### config.mk
export PLATFORM = sky130hd
export DESIGN_NAME = nock_execute
export DESIGN_NICKNAME = d
export VERILOG_FILES = /design/src/rtl/nock_execute.sv
export SDC_FILE = /design/constraint.sdc
export NUM_CORES = 1
export LEC_CHECK = 0
export CORE_ASPECT_RATIO = 1.4
export CORE_UTILIZATION = 30
export CTS_CLUSTER_DIAMETER = 30
export DETAILED_ROUTE_END_ITERATION = 10
export SLEW_MARGIN = 5
export SYNTH_ARGS = -nofsm -noshare
export SYNTH_HDL_FRONTEND = slang
export SYNTH_SLANG_ARGS = --single-unit
export TNS_END_PERCENT = 100
### constraint.sdc
create_clock -name i_clk -period 6.3 [get_ports i_clk]
set_clock_uncertainty 0.2 [all_clocks]
set_input_delay 1.26 -clock i_clk [delete_from_list [all_inputs] [get_ports i_clk]]
set_output_delay 1.26 -clock i_clk [all_outputs]
set_load 0.02 [all_outputs]
### src/rtl/nock_execute.sv
// nock_execute: performs one Nock reduction step on a cell handed over by the
// traversal unit and writes the result back in place as a constant cell [1 result].
//
// Ports:
//   i_clk, i_rst_n              clock, asynchronous active-low reset
//   i_error                     traversal-unit error code, nonzero aborts at start
//   i_execute_start             level request / memory mux select from traversal unit
//   i_execute_address/tag/data  the cell to reduce (head = subject, tail = formula ptr)
//   i_mem_ready                 memory idle/done
//   o_mem_execute, o_mem_func   one-cycle request strobe, 00 read / 01 write
//   o_address, o_write_data     request address and write word, held until completion
//   i_free_addr                 unused
//   i_read_data                 memory read word, valid when i_mem_ready returns high
//   o_finished                  one-cycle completion pulse
//   o_execute_return_sys_func   1 continue, 0 halt, F execution error
//   o_execute_return_state      2 ascend on success, otherwise error code
module nock_execute #(
    parameter int ADDR_WIDTH = 10,
    parameter int DATA_WIDTH = 64
) (
    input  logic                  i_clk,
    input  logic                  i_rst_n,
    input  logic [7:0]            i_error,
    input  logic                  i_execute_start,
    input  logic [ADDR_WIDTH-1:0] i_execute_address,
    input  logic [4:0]            i_execute_tag,
    input  logic [DATA_WIDTH-1:0] i_execute_data,
    input  logic                  i_mem_ready,
    output logic                  o_mem_execute,
    output logic [1:0]            o_mem_func,
    output logic [ADDR_WIDTH-1:0] o_address,
    input  logic [ADDR_WIDTH-1:0] i_free_addr,
    input  logic [DATA_WIDTH-1:0] i_read_data,
    output logic [DATA_WIDTH-1:0] o_write_data,
    output logic                  o_finished,
    output logic [3:0]            o_execute_return_sys_func,
    output logic [3:0]            o_execute_return_state
);
    typedef enum logic [3:0] {
        S_IDLE, S_RD_FORM, S_WT_FORM, S_DECODE, S_RD_ARG,
        S_WT_ARG, S_WRITE, S_WT_WRITE, S_DONE, S_WAIT_LOW
    } state_t;

    localparam logic [27:0] ATOM_MAX = '1;
    localparam logic [1:0]  M_INC = 2'd0, M_HEAD = 2'd1, M_TAIL = 2'd2;

    state_t                r_state;
    logic [ADDR_WIDTH-1:0] r_cell_addr;
    logic [ADDR_WIDTH-1:0] r_fptr;
    logic [ADDR_WIDTH-1:0] r_ptr;
    logic                  r_head_atom;
    logic [27:0]           r_subj;
    logic [27:0]           r_op;
    logic [27:0]           r_arg;
    logic                  r_op_atom;
    logic                  r_arg_atom;
    logic [27:0]           r_res;
    logic                  r_res_atom;
    logic [1:0]            r_mode;
    logic [3:0]            r_err;
    logic                  r_halt;
    logic                  r_seen_low;

    logic        w_mem_done;
    logic [27:0] w_rd_head;
    logic [27:0] w_rd_tail;
    logic        w_rd_hatom;
    logic        w_rd_tatom;
    logic        w_unused;

    // A request completes only after ready has been seen low, so the cycle the
    // strobe is still high (ready not yet dropped) is never taken as completion.
    assign w_mem_done = r_seen_low & i_mem_ready;
    assign w_rd_head  = i_read_data[55:28];
    assign w_rd_tail  = i_read_data[27:0];
    assign w_rd_hatom = i_read_data[60];
    assign w_rd_tatom = i_read_data[59];
    assign w_unused   = ^{i_free_addr, i_execute_tag[4:2], i_execute_data[DATA_WIDTH-1:56],
                          i_execute_data[27:ADDR_WIDTH], i_read_data[DATA_WIDTH-1:61],
                          i_read_data[58:56]};

    always_ff @(posedge i_clk or negedge i_rst_n) begin
        if (!i_rst_n) begin
            r_state                   <= S_IDLE;
            r_cell_addr               <= '0;
            r_fptr                    <= '0;
            r_ptr                     <= '0;
            r_head_atom               <= 1'b0;
            r_subj                    <= '0;
            r_op                      <= '0;
            r_arg                     <= '0;
            r_op_atom                 <= 1'b0;
            r_arg_atom                <= 1'b0;
            r_res                     <= '0;
            r_res_atom                <= 1'b0;
            r_mode                    <= M_INC;
            r_err                     <= '0;
            r_halt                    <= 1'b0;
            r_seen_low                <= 1'b0;
            o_mem_execute             <= 1'b0;
            o_mem_func                <= 2'b00;
            o_address                 <= '0;
            o_write_data              <= '0;
            o_finished                <= 1'b0;
            o_execute_return_sys_func <= '0;
            o_execute_return_state    <= '0;
        end else begin
            o_mem_execute <= 1'b0;
            o_finished    <= 1'b0;
            case (r_state)
                S_IDLE: if (i_execute_start) begin
                    r_cell_addr <= i_execute_address;
                    r_head_atom <= i_execute_tag[1];
                    r_subj      <= i_execute_data[55:28];
                    r_fptr      <= i_execute_data[ADDR_WIDTH-1:0];
                    r_err       <= '0;
                    r_halt      <= 1'b0;
                    r_seen_low  <= 1'b0;
                    if (i_error != 8'd0) begin
                        r_halt  <= 1'b1;
                        r_state <= S_DONE;
                    end else if (i_execute_tag[0]) begin
                        r_err   <= 4'd1;
                        r_state <= S_DONE;
                    end else begin
                        r_state <= S_RD_FORM;
                    end
                end
                S_RD_FORM: if (i_mem_ready) begin
                    o_mem_execute <= 1'b1;
                    o_mem_func    <= 2'b00;
                    o_address     <= r_fptr;
                    r_state       <= S_WT_FORM;
                end
                S_WT_FORM: begin
                    if (!i_mem_ready) r_seen_low <= 1'b1;
                    if (w_mem_done) begin
                        r_seen_low <= 1'b0;
                        r_op       <= w_rd_head;
                        r_arg      <= w_rd_tail;
                        r_op_atom  <= w_rd_hatom;
                        r_arg_atom <= w_rd_tatom;
                        r_state    <= S_DECODE;
                    end
                end
                S_DECODE: begin
                    r_state <= S_DONE;
                    if (!r_op_atom) begin
                        r_err <= 4'd2;
                    end else if (r_op == 28'd1) begin
                        r_res      <= r_arg;
                        r_res_atom <= r_arg_atom;
                        r_state    <= S_WRITE;
                    end else if (r_op == 28'd4) begin
                        if (!r_arg_atom) begin
                            r_mode  <= M_INC;
                            r_ptr   <= r_arg[ADDR_WIDTH-1:0];
                            r_state <= S_RD_ARG;
                        end else if (r_arg == ATOM_MAX) begin
                            r_err <= 4'd4;
                        end else begin
                            r_res      <= r_arg + 28'd1;
                            r_res_atom <= 1'b1;
                            r_state    <= S_WRITE;
                        end
                    end else if (r_op == 28'd0) begin
                        if (r_arg_atom && r_arg == 28'd1) begin
                            r_res      <= r_subj;
                            r_res_atom <= r_head_atom;
                            r_state    <= S_WRITE;
                        end else if (r_arg_atom && !r_head_atom && (r_arg == 28'd2 || r_arg == 28'd3)) begin
                            r_mode  <= (r_arg == 28'd2) ? M_HEAD : M_TAIL;
                            r_ptr   <= r_subj[ADDR_WIDTH-1:0];
                            r_state <= S_RD_ARG;
                        end else begin
                            r_err <= 4'd5;
                        end
                    end else begin
                        r_err <= 4'd3;
                    end
                end
                S_RD_ARG: if (i_mem_ready) begin
                    o_mem_execute <= 1'b1;
                    o_mem_func    <= 2'b00;
                    o_address     <= r_ptr;
                    r_state       <= S_WT_ARG;
                end
                S_WT_ARG: begin
                    if (!i_mem_ready) r_seen_low <= 1'b1;
                    if (w_mem_done) begin
                        r_seen_low <= 1'b0;
                        r_state    <= S_WRITE;
                        if (r_mode == M_HEAD) begin
                            r_res      <= w_rd_head;
                            r_res_atom <= w_rd_hatom;
                        end else if (r_mode == M_TAIL) begin
                            r_res      <= w_rd_tail;
                            r_res_atom <= w_rd_tatom;
                        end else if (!(w_rd_hatom && w_rd_tatom && w_rd_head == 28'd1)) begin
                            // increment of a pointer needs a constant cell [1 c]
                            r_err   <= 4'd5;
                            r_state <= S_DONE;
                        end else if (w_rd_tail == ATOM_MAX) begin
                            r_err   <= 4'd4;
                            r_state <= S_DONE;
                        end else begin
                            r_res      <= w_rd_tail + 28'd1;
                            r_res_atom <= 1'b1;
                        end
                    end
                end
                S_WRITE: if (i_mem_ready) begin
                    o_mem_execute <= 1'b1;
                    o_mem_func    <= 2'b01;
                    o_address     <= r_cell_addr;
                    // execute marker cleared, head atom 1, tail is the result
                    o_write_data  <= DATA_WIDTH'({4'b0001, r_res_atom, 3'b000, 28'd1, r_res});
                    r_state       <= S_WT_WRITE;
                end
                S_WT_WRITE: begin
                    if (!i_mem_ready) r_seen_low <= 1'b1;
                    if (w_mem_done) begin
                        r_seen_low <= 1'b0;
                        r_state    <= S_DONE;
                    end
                end
                S_DONE: begin
                    o_finished                <= 1'b1;
                    o_execute_return_sys_func <= r_halt ? 4'h0 : (r_err != 4'd0) ? 4'hF : 4'h1;
                    o_execute_return_state    <= r_halt ? 4'h0 : (r_err != 4'd0) ? r_err : 4'h2;
                    r_state                   <= S_WAIT_LOW;
                end
                S_WAIT_LOW: if (!i_execute_start) r_state <= S_IDLE;
                default: r_state <= S_IDLE;
            endcase
        end
    end
endmodule

# After elaboration in Yosys (flattened, before gate mapping)
# Index checks and enable logic that the tools add are counted.
# word_totals
reg_bits	211
in_bits	165
out_inout_bits	86
elab_cells	200
# op_classes
add_sub_neg	2
n_eq_ne	46
muxes	96
bitwise	2
reduce_logical	31
# ops
cell	n
$mux W28	12
$mux W4	40
$eq A28 B1 Y1 const B	3
$mux W10	8
$add A28 B1 Y28 const B	2
$eq A28 B2 Y1 const B	2
$eq A28 B28 Y1 const B	2
$pmux W28 S2	1
$pmux W4 S10	1
$ne A4 B4 Y1 const B	8
$pmux W10 S3	1
$eq A28 B3 Y1 const B	1
$logic_not A28 Y1	1
$ne A2 B2 Y1 const B	13
$mux W1	21
$eq A4 B3 Y1 const B	4
$mux W2	8
$pmux W4 S3	1
$reduce_and A11 Y1	1
$ne A5 B5 Y1 const B	2
$reduce_bool A2 Y1	5
$reduce_and A9 Y1	1
$eq A4 B2 Y1 const B	2
$eq A4 B4 Y1 const B	2
24 further kinds	35

# Logic depth before layout (Yosys ltp)
# depth
word_depth	10
mapped_depth	10
depth_no_buf	8

# Least setup slack after synthesis
# Ideal clock, no wire load.
# synth_timing
path_type	in2reg
startpoint	in i_read_data[2]
endpoint	reg r_res[1]
setup_ns	0.125
t_arrival_ns	2.878
required_time_ns	5.975
slack_ns	3.097
stages	9
n_path_buf	3
cell_sequence	clkbuf_1 nand4_1 nor4_1 a211oi_2 o21a_1 buf_6 or2_1 buf_6 mux2_4
# synth_via
elab_chain_cells	3
# synth_lines
element	line	text
from (decl)	33	input logic [DATA_WIDTH-1:0] i_read_data,
$eq A28 B28 Y1	203	end else if (w_rd_tail == ATOM_MAX) begin
$ne A4 B4 Y1 (no line)	n/a	
$reduce_and A9 Y1 (no line)	n/a	
to (signal assigned)	194	r_res <= w_rd_head;
to (signal assigned)	197	r_res <= w_rd_tail;
to (signal assigned)	207	r_res <= w_rd_tail + 28'd1;
to (decl)	57	logic [27:0] r_res;
# Every way passes these cells.
# A chain may end at the register's enable or synchronous reset.

# Worst setup path in the final report
# layout_timing
startpoint	in i_read_data[28]
endpoint	reg r_res[25]
# layout_via
elab_chain_cells	4
# layout_lines
element	line	text
$eq A28 B1 Y1	199	end else if (!(w_rd_hatom && w_rd_tatom && w_rd_head == 28'd1)) begin
$logic_and A1 B1 Y1	199	
$ne A4 B4 Y1 (no line)	n/a	
$reduce_and A9 Y1 (no line)	n/a	
# Every way passes these cells.

==> summary by stage <==
Status
The flow ran to the end, and the final reports show no timing, DRC or antenna violations.

Clocking
Buffers added to address setup during post-CTS repair amount to 0. The clock-pin slew on the worst setup and hold paths is 0.05 ns. The buffer type at the clock tree root is clkbuf_16. The H-tree was split into 2 levels.

At the later pin of the worst-skew pair, clock insertion delay measures 0.55 ns. The clock passes through at most 3 buffers. The sink count of the clock tree is 205.

The clock tree from TritonCTS is yes. The number of buffers added by the clock tree synthesis step is 44. In this run, post-CTS hold repair placed 0 buffers. The post-cts gate resize count is 0.

Synth
During synthesis, Yosys emitted a total of 0 warnings. The number of synthesized flops with an enable pin is 0. Counting flops and latches in the post-synthesis netlist gives 205.

The synthesized instance count is 1131. The number of distinct library cells after synthesis is 79. The cell area after synthesis is 0.0114 mm^2.

The average instance in the mapped netlist occupies about 10 um^2. The sequential cell area fraction in the yosys report is 0.449. The async set-or-reset flop fraction in the synthesized netlist is 1.00. The most used flip-flop cell after synthesis is dfrtp_1.

Pwr
The worst vdd rail ir drop is 0.176 mV. The analysis attributes to cell leakage a power of 6.12 nW. For this design the ratio of total power to cell area is roughly 430 mW/mm^2.

Critical path
Data on the critical path is required at its endpoint by 6.56 ns. In this design, the stage delay of the slowest critical-path cell is ~0.67 ns. The critical path is of the input pin to flip-flop type. The reg-to-reg endpoint is r_res[25]$_DFFE_PN0P_. Traced cell by cell, the critical path runs through clkdlybuf4s50_1 -> nor4bb_1 -> nand4_1 -> a211oi_2 -> o21a_1 -> or2_1 -> buf_4 -> a2bb2oi_1. For the worst flop-to-flop path, the logic depth is 8.

The data arrival time of the critical path is 4.55 ns. STA classifies the critical path startpoint as an input pin. The worst register-to-register path begins at r_arg[0]$_DFFE_PN0P_. Along the worst path, the maximum fanout reaches 21. The worst setup path is captured at a flip-flop. The slowest stage of the critical path belongs to the cell o21a_1. The worst reg-to-reg setup slack is 2.48 ns.

Placement
The placer's final routability congestion estimate is 0.863. The placed instances occupy a cell area of 0.0134 mm^2. Detailed placement finished with a half-perimeter wire length of 27600 um. The port buffer count is 170.

Route
The post-detailed-route DRC marker count is 0. The detailed-routing iteration count for the pre-antenna-repair pass is 5. The total detailed-routing wirelength is 38700 um.

The average wire per standard cell is 21.7 um. In this run, the number of DRC markers left after iteration 0 of detailed routing was roughly 660. The detail route stage leaves a number of antenna-violating nets equal to 0. The routed layout has 9604 vias. Dividing the detail-routed via count by the number of cells gives around 5.4.

STA
The number of failing setup endpoints in the final timing report is 0. The hold violation count in the final report is 0. Headroom to the max-slew limit came out at 0.187.

The number of max-slew violations in the final report was 0. Setup repair after global routing left no endpoint under its margin. For the pin with the worst max-slew slack, the measured transition is approximately 1.2 ns. The minimum period implied by the final worst setup slack is about 4.3 ns. Static timing analysis puts the maximum clock frequency at 0.233 GHz. Of the available clock period, the critical path in the final layout requires 0.682. The final total negative setup slack is 0 ns.

Cells and area
The layout overhead on the synthesized area is 30.1%. The post-route cell area is 0.0149 mm^2. Fill cells in the final layout number 3693.

The utilization after layout is 0.396. The net count of the finished layout is 1453. 0 antenna diodes ended up in the layout. In the final layout, the share of cells above drive strength 1 is 0.199.

Floorplan
The die area is 0.0389 mm^2. 251 I/O pins were placed. The die boundary width is ~170 um.

For this configuration, the core starts out at a cell density of 0.304. The area of the placeable core is between 0.03 and 0.04 mm^2. The initialized floorplan defines between 80 and 90 standard-cell rows.

The floorplan step set the die height to 233 um.

GRT
The via count of the first global-routing pass is 9810. The initial antenna violation count is 0. The global-route wire length before repair is 59200 um. The total routing resource utilization after global routing is 0.201. The largest net degree at the start of global routing is ~170. The total congestion overflow after global routing is 0.

Hold path
The hold path startpoint is r_ptr[9]$_DFFE_PN0P_. For hold timing, the worst endpoint is r_ptr[9]$_DFFE_PN0P_. The type of the worst min-delay path is flip-flop to flip-flop. The worst hold path cell count is 2.

Flow run
Max-cap violations in this run came to 0.
[state kept, by name, summed over array words and instances (netlist names), 10 cells and up]
signal and flops:
o_address 10, o_write_data 30, r_arg 28, r_cell_addr 10
r_fptr 10, r_op 28, r_ptr 10, r_res 28
r_subj 28
[synthesized netlist by cell type (6+ instances only)]
master	number	area [um^2]
clkbuf_1	54	203
o22ai_1	7	43.8
a211o_1	8	70.1
a211oi_1	7	52.6
xnor2_1	15	131
nor2b_1	8	50.1
a21oi_1	55	275
nor4_1	25	156
mux2_2	131	1480
buf_2	14	70.1
nand4_1	28	175
nand3_1	33	165
dfrtp_1	205	5130
a31oi_2	6	75.1
o31ai_1	9	67.6
ha_1	6	75.1
nor3b_1	9	67.6
nand2b_1	11	68.8
a21o_1	6	45.0
mux2i_1	8	80.1
a21boi_0	7	52.6
buf_1	6	22.5
a221o_1	6	60.1
a31oi_1	21	131
inv_1	32	120
nor2_1	55	206
and3_1	9	56.3
xor2_1	9	78.8
o211ai_1	13	97.6
buf_4	39	293
nor3_1	39	195
o21ai_0	69	345
o221ai_1	7	61.3
and4_1	8	70.1
nand2_1	72	270
[where the power goes]
group | internal, mW | switching [mW] | leakage (nW)
clock | 1.50 | 0.782 | 0.705
combinational | 0.887 | 0.859 | 2.78
sequential | 1.79 | 0.495 | 2.63
[routing by layer]
layer | global-route usage | vias up | wire (um)
li1 | - | 4419 | -
met1 | 0.221 | 4741 | 14700
met2 | 0.369 | 349 | 20200
met3 | 0.0323 | 95 | 1860
met4 | 0.109 | 0 | 1990
met5 | 0 | - | 0
[critical path, delay by kind of cell]
kind                   cells  cell delay, ns
AO/OA/AOI/OAI              3            1.37
AND/OR/NAND/NOR            3            1.02
buffers and inverters      2            0.89
[kinds of logic (layout without fill, tap and decap cells)]
family,after synthesis,in the layout,share of synthesized area
AO/OA/AOI/OAI,270,270,0.159
XOR/XNOR,24,24,0.0184
adder cells (fa/ha/maj),6,6,0.00657
buffers and inverters,150,299,0.0664
flip-flops,205,205,0.449
multiplexers,142,142,0.140
other,1,35,0.000328
AND/OR/NAND/NOR,333,333,0.160
[layout make-up]
cell class | count | area (um^2) | share of cell area
clock buffer | 53 | 1170 | 0.0791
clock inverter | 25 | 293 | 0.0197
inverter | 32 | 120 | 0.00809
multi-input combinational | 810 | 5680 | 0.383
sequential | 205 | 5130 | 0.345
tap | 473 | 592 | 0.0398
timing repair buffer | 189 | 1860 | 0.125
[cell usage in the layout (no fill, tap or decap), drive strengths merged, types with 8 or more instances in the layout]
cell             n
clkdlybuf4s50  169
mux2           134
clkinv           9
a211oi           8
dfrtp          205
a31oi           27
nand3           35
nor3            39
xnor2           15
nor2            55
conb            35
a211o            8
o211ai          13
inv             38
nand2           72
a21oi           55
xor2             9
and3             9
nand4           29
nand2b          11
nor3b            9
nor4            33
clkbuf          54
a21boi           8
mux2i            8
nor2b            8
o31ai            9
and4             8
o21ai           70
buf             19
[how the worst max path moves through the flow]
stage / start / to / slack, ns / cells past startpoint
floorplan: i_read_data[2] / r_res[1]$_DFFE_PN0P_ / 3.10 / 9
global placement: i_read_data[28] / r_res[7]$_DFFE_PN0P_ / 1.51 / 8
detailed placement: i_read_data[28] / r_res[7]$_DFFE_PN0P_ / 1.46 / 8
CTS: i_read_data[28] / r_res[7]$_DFFE_PN0P_ / 2.01 / 8
global route: i_read_data[28] / r_res[25]$_DFFE_PN0P_ / 1.82 / 8
finish: i_read_data[28] / r_res[25]$_DFFE_PN0P_ / 2.00 / 8
[per-stage QoR]
stage	std cells	hold slack (ns)	setup slack [ns]	power, mW
CTS	1787	0.277	2.01	6.37
detailed placement	1709	0.265	1.46	4.04
finish	1787	0.274	2.00	6.32
global placement	1709	0.258	1.51	4.00
global route	1787	0.302	1.82	6.64
floorplan	1165	0.242	3.10	3.32
Power figures use the tool's default switching activity.
